**config.mk**
```make
export PLATFORM = sky130hd
export DESIGN_NAME = mult8_seq_ctrl
export DESIGN_NICKNAME = d
export VERILOG_FILES = /design/src/rtl/mult8_seq_ctrl.sv
export SDC_FILE = /design/constraint.sdc
export NUM_CORES = 1
export LEC_CHECK = 0
export CAP_MARGIN = 0
export CORE_MARGIN = 1
export CORE_UTILIZATION = 45
export CTS_CLUSTER_DIAMETER = 40
export DETAILED_ROUTE_END_ITERATION = 8
export PLACE_DENSITY = 0.69
export SLEW_MARGIN = 25
export SYNTH_ARGS = -nofsm -noshare
export SYNTH_HDL_FRONTEND = slang
export SYNTH_SLANG_ARGS = --single-unit
```
**constraint.sdc**
```tcl
create_clock -name clk -period 7.2 [get_ports clk]
set_input_delay 1.08 -clock clk [delete_from_list [all_inputs] [get_ports clk]]
set_output_delay 1.08 -clock clk [all_outputs]
set_load 0.005 [all_outputs]
```
**src/rtl/mult8_seq_ctrl.sv**
```systemverilog
// Purpose : 8x8 unsigned multiply sequenced over one external 4x4 core.
// Latency : accept edge -> done after N+1 cycles (N = visited PP states, 4 unless SKIP_ZERO).
// Backpressure: start ignored while busy; abort cancels an in-flight op without done.
//
// Ports:
//   clk, rst        clock, asynchronous active-high reset
//   start, a, b     operation request and operands (sampled when busy=0)
//   abort           cancel an in-flight operation
//   busy, done      PP-phase indicator, one-cycle completion pulse
//   product         last completed result, held until the next completion
//   mul_a, mul_b    nibbles driven to the external 4x4 core
//   mul_p           combinational core product mul_a*mul_b
module mult8_seq_ctrl #(
    parameter bit SKIP_ZERO = 1'b0
) (
    input  logic        clk,
    input  logic        rst,
    input  logic        start,
    input  logic [7:0]  a,
    input  logic [7:0]  b,
    input  logic        abort,
    output logic        busy,
    output logic        done,
    output logic [15:0] product,
    output logic [3:0]  mul_a,
    output logic [3:0]  mul_b,
    input  logic [7:0]  mul_p
);

    localparam logic [2:0] S_IDLE = 3'd0;
    localparam logic [2:0] S_PP0  = 3'd1;
    localparam logic [2:0] S_PP1  = 3'd2;
    localparam logic [2:0] S_PP2  = 3'd3;
    localparam logic [2:0] S_PP3  = 3'd4;
    localparam logic [2:0] S_DONE = 3'd5;

    logic [2:0]  state_q, state_d;
    logic [7:0]  ra_q, ra_d;
    logic [7:0]  rb_q, rb_d;
    logic [15:0] acc_q, acc_d;
    logic [15:0] prod_q, prod_d;
    // Remaining PP states still to visit; bit i = PPi. Cleared as each is visited.
    logic [3:0]  rem_q, rem_d;

    logic [3:0]  accept_mask;
    logic [3:0]  cur_bit;
    logic [15:0] pp_term;

    // Which PP states an operation needs, decided once from the raw operands.
    function automatic logic [3:0] pp_mask(input logic [7:0] av, input logic [7:0] bv);
        logic [3:0] m;
        if (!SKIP_ZERO) begin
            m = 4'hF;
        end else begin
            m[0] = (|av[3:0]) & (|bv[3:0]);
            m[1] = (|av[7:4]) & (|bv[3:0]);
            m[2] = (|av[3:0]) & (|bv[7:4]);
            m[3] = (|av[7:4]) & (|bv[7:4]);
        end
        return m;
    endfunction

    // Lowest pending PP state, or DONE when nothing is left.
    function automatic logic [2:0] first_pp(input logic [3:0] m);
        logic [2:0] s;
        if (m[0])      s = S_PP0;
        else if (m[1]) s = S_PP1;
        else if (m[2]) s = S_PP2;
        else if (m[3]) s = S_PP3;
        else           s = S_DONE;
        return s;
    endfunction

    assign busy    = (state_q == S_PP0) || (state_q == S_PP1) ||
                     (state_q == S_PP2) || (state_q == S_PP3);
    assign done    = (state_q == S_DONE);
    assign product = prod_q;

    always_comb begin
        state_d     = state_q;
        ra_d        = ra_q;
        rb_d        = rb_q;
        acc_d       = acc_q;
        prod_d      = prod_q;
        rem_d       = rem_q;
        accept_mask = 4'h0;
        cur_bit     = 4'h0;
        pp_term     = 16'h0000;
        mul_a       = 4'h0;
        mul_b       = 4'h0;

        case (state_q)
            S_PP0: begin
                mul_a   = ra_q[3:0];
                mul_b   = rb_q[3:0];
                cur_bit = 4'b0001;
                pp_term = {8'h00, mul_p};
            end
            S_PP1: begin
                mul_a   = ra_q[7:4];
                mul_b   = rb_q[3:0];
                cur_bit = 4'b0010;
                pp_term = {4'h0, mul_p, 4'h0};
            end
            S_PP2: begin
                mul_a   = ra_q[3:0];
                mul_b   = rb_q[7:4];
                cur_bit = 4'b0100;
                pp_term = {4'h0, mul_p, 4'h0};
            end
            S_PP3: begin
                mul_a   = ra_q[7:4];
                mul_b   = rb_q[7:4];
                cur_bit = 4'b1000;
                pp_term = {mul_p, 8'h00};
            end
            default: ;
        endcase

        if (busy) begin
            if (abort) begin
                state_d = S_IDLE;
            end else begin
                acc_d   = acc_q + pp_term;
                rem_d   = rem_q & ~cur_bit;
                state_d = first_pp(rem_d);
                // Final partial product lands in product on the same edge as DONE entry.
                if (state_d == S_DONE) begin
                    prod_d = acc_d;
                end
            end
        end else begin
            // IDLE and DONE: start wins over abort here.
            if (start) begin
                accept_mask = pp_mask(a, b);
                ra_d        = a;
                rb_d        = b;
                acc_d       = 16'h0000;
                rem_d       = accept_mask;
                state_d     = first_pp(accept_mask);
                if (accept_mask == 4'h0) begin
                    prod_d = 16'h0000;
                end
            end else begin
                state_d = S_IDLE;
            end
        end
    end

    always_ff @(posedge clk or posedge rst) begin
        if (rst) begin
            state_q <= S_IDLE;
            ra_q    <= 8'h00;
            rb_q    <= 8'h00;
            acc_q   <= 16'h0000;
            prod_q  <= 16'h0000;
            rem_q   <= 4'h0;
        end else begin
            state_q <= state_d;
            ra_q    <= ra_d;
            rb_q    <= rb_d;
            acc_q   <= acc_d;
            prod_q  <= prod_d;
            rem_q   <= rem_d;
        end
    end

endmodule

```
==> run metrics <==
HP Class=reg -> reg; Cell Area, Synth=~0.0033 mm²; Hold Vio Cnt, Final=0; area of the multi-input gates=between 0.0015 and 0.002 mm²; leakage power=between 0.0015 and 0.002 µW; syn nets=about 380; cts hold-fix bufs=0; Initial Util=0.4620; fin crit share=0.5664; initial antenna violation count=0; Pwr Density=384.8 mW/mm²; Clock Power Share=0.138; status=finished clean; Post-Syn Instances=340; # IOs=54; Critical Path End Type=output pin; Worst R2R Start=state_q[0]; Port Buffers=53; via count=between 2,000 and 3,000; register area share after synthesis=0.4129; area delta synth->final=20.87%; Final Net Count=427; prevailing post-synth register cell=dfrtp_1; GP Congestion=about 0.86; cts repair resizes=0; Synth Area per Inst=9.804 µm²; crit path cell chain=nor3b_1, buf_4, nand2_1, o21ai_0, clkdlybuf4s50_1; Sequential Power Share=0.343; total CTS buffers=5; Achievable Freq=between 200 and 250 MHz; max cap viols=0; Placed Area=just under 0.004 mm²; Final min period=approximately 4 ns; Worst-Margin Slew=~0.99 ns; peak supply drop=around 0.15 mV; RSZ-0062 raised after global routing=no; fin area=0.004029 mm²; NetSw=about 620 µW; Clock Skew=about 0.014 ns; yosys warns=0; DRT iter0 DRCs=roughly 260; First-pass DRT Iterations=4; post-synthesis cell type count=53; critical path fanouts, max=28; CTS tree=yes; Comb pwr share=0.519; Synth area leader=dfrtp_1; Die Y=a little under 90 µm; largest net degree at the start of global routing=56; internal power=approximately 930 µW; worst path required time=~6.1 ns; wire per inst=around 16 µm; clock buffer depth=2; ranking of synthesized cells by area=dfrtp_1 41%, mux2_2 8.1%, ha_1 5.6%; Clock Latency Late Sink=~0.32 ns; post-synth top area share=0.4129; FF+latch area=around 0.0014 mm²; crit path kind=reg -> out; Root Buffer=clkbuf_8; Die Wd=88.07 µm; setup_tns=0 ns; Slowest cell on crit path=dfrtp_1; most common cell after layout, fill and taps aside=dfrtp_1; synthesized flop and latch total=55; Slew Limit Headroom=0.3386; # fillers=660; most frequent cells in the layout=55 x dfrtp_1, 53 x clkdlybuf4s50_1, 38 x nand2_1, 26 x o21ai_0, 24 x mux2_2; Vias/cell=roughly 5.6; Critical Path Start=state_q[2]; startpoint types=register; Post-CTS Setup Bufs=0; first-pass GRT wire length=12.74 mm; Clock transition at path regs=approximately 0.11 ns; GRT Util Overall=0.2165; # diodes=0; final slew viol count=0; EDFF count, synth=0; GR Overflow Total=0; # setup viols final=0; layout cell share with drive strength beyond 1=0.1276; number of global-route vias before repair=~2,500; core area=between 0.007 and 0.008 mm²; CTS sink count=between 50 and 60; WL final=approximately 7.8 mm; Placement Rows=31; CP arrival=about 3.0 ns; H-tree depth=2; post-synthesis async set-or-reset flop share=1.000; post-route ant nets=0; worst hold start=product[2]; R2R Setup Slk=3.42 ns; Die ar.=between 0.007 and 0.008 mm²; HPWL Detailed=5.478 mm; sw frac=0.4027; DR DRC count=0; Crit path largest cell delay=0.95 ns
-- routing by layer --
layer | GRT usage | vias to the layer above | part of all wire | wire, µm
met4 | 0.06745 | 0 | 0.014 | 107
li1 | - | 1314 | - | -
met1 | 0.3128 | 1318 | 0.47 | 3663
met3 | 0.03487 | 8 | 0.048 | 375
met2 | 0.3340 | 61 | 0.47 | 3631
met5 | 0 | - | 0 | 0
-- cells by family after synthesis --
group	Yosys count	share of synthesized area
AO/OA/AOI/OAI	99	0.2035
AND/OR/NAND/NOR	95	0.1314
flip-flops	55	0.4129
buffers and inverters	30	0.04167
multiplexers	30	0.1066
adder cells (fa/ha/maj)	16	0.06231
XOR/XNOR	15	0.04167
-- power groups by stage --
stage / logic (µW) / clock network (µW) / registers (µW)
after floorplan: 579 / 0 / 485
after global placement: 792 / 0 / 532
after detailed placement: 805 / 0 / 536
after CTS: 808 / 221 / 531
after global routing: 889 / 229 / 548
final: 805 / 214 / 532
-- path summary, 6_finish.rpt --
check / to / cells after the start
worst max register to register: product[12] / 12
worst min register to register: product[2] / 2
max in group asynchronous: product[7] / 3
worst min-delay path: product[2] / 2
worst max-delay path: mul_a[0] / 5
min in group asynchronous: rem_q[3] / 3
-- critical path, delay by kind of cell, from the launching register on --
family | cells | cell delay (ns)
flip-flops | 1 | 0.95
AO/OA/AOI/OAI | 1 | 0.08
buffers and inverters | 2 | 0.83
AND/OR/NAND/NOR | 2 | 0.81
-- cell usage after synthesis, types with 4 or more instances --
library cell and n:
a21o_1 6, a21oi_1 14, a22o_1 8, a22oi_1 11
a31oi_1 4, a32o_1 5, and2_1 7, buf_2 6
clkbuf_1 9, dfrtp_1 55, ha_1 15, inv_1 11
mux2_2 24, mux2_4 5, nand2_1 38, nand3_1 6
nor2_1 22, nor2b_1 4, o21ai_0 26, o31ai_1 6
xnor2_1 9, xor2_1 5
-- sequential cells by signal (all words and copies together), names as in the netlist --
signal   count
acc_q       16
state_q      3
ra_q         8
rb_q         8
rem_q        4
product     16
-- metrics by stage --
| stage | setup slack (ns) | util | hold WS [ns] | total power [µW] | instances |
|---|---|---|---|---|---|
| after CTS | 3.088 | 0.5584 | 0.4946 | 1559 | 483 |
| after global placement | 3.403 | 0.5413 | 0.4643 | 1324 | 475 |
| after global routing | 2.857 | 0.5584 | 0.5157 | 1667 | 483 |
| final | 3.122 | 0.5584 | 0.4862 | 1550 | 483 |
| after detailed placement | 3.377 | 0.5423 | 0.4710 | 1341 | 475 |
| after floorplan | 4.168 | - | 0.4551 | 1064 | 340 |
-- area by class of cell --
class | instances | share of cell area
clock buffer | 5 | 0.01708
inverter | 11 | 0.01025
tap | 99 | 0.03075
clock inverter | 3 | 0.01180
timing repair buffer | 55 | 0.1354
sequential | 55 | 0.3416
multi-input combinational | 255 | 0.4531
Power figures use the tool's default switching activity.
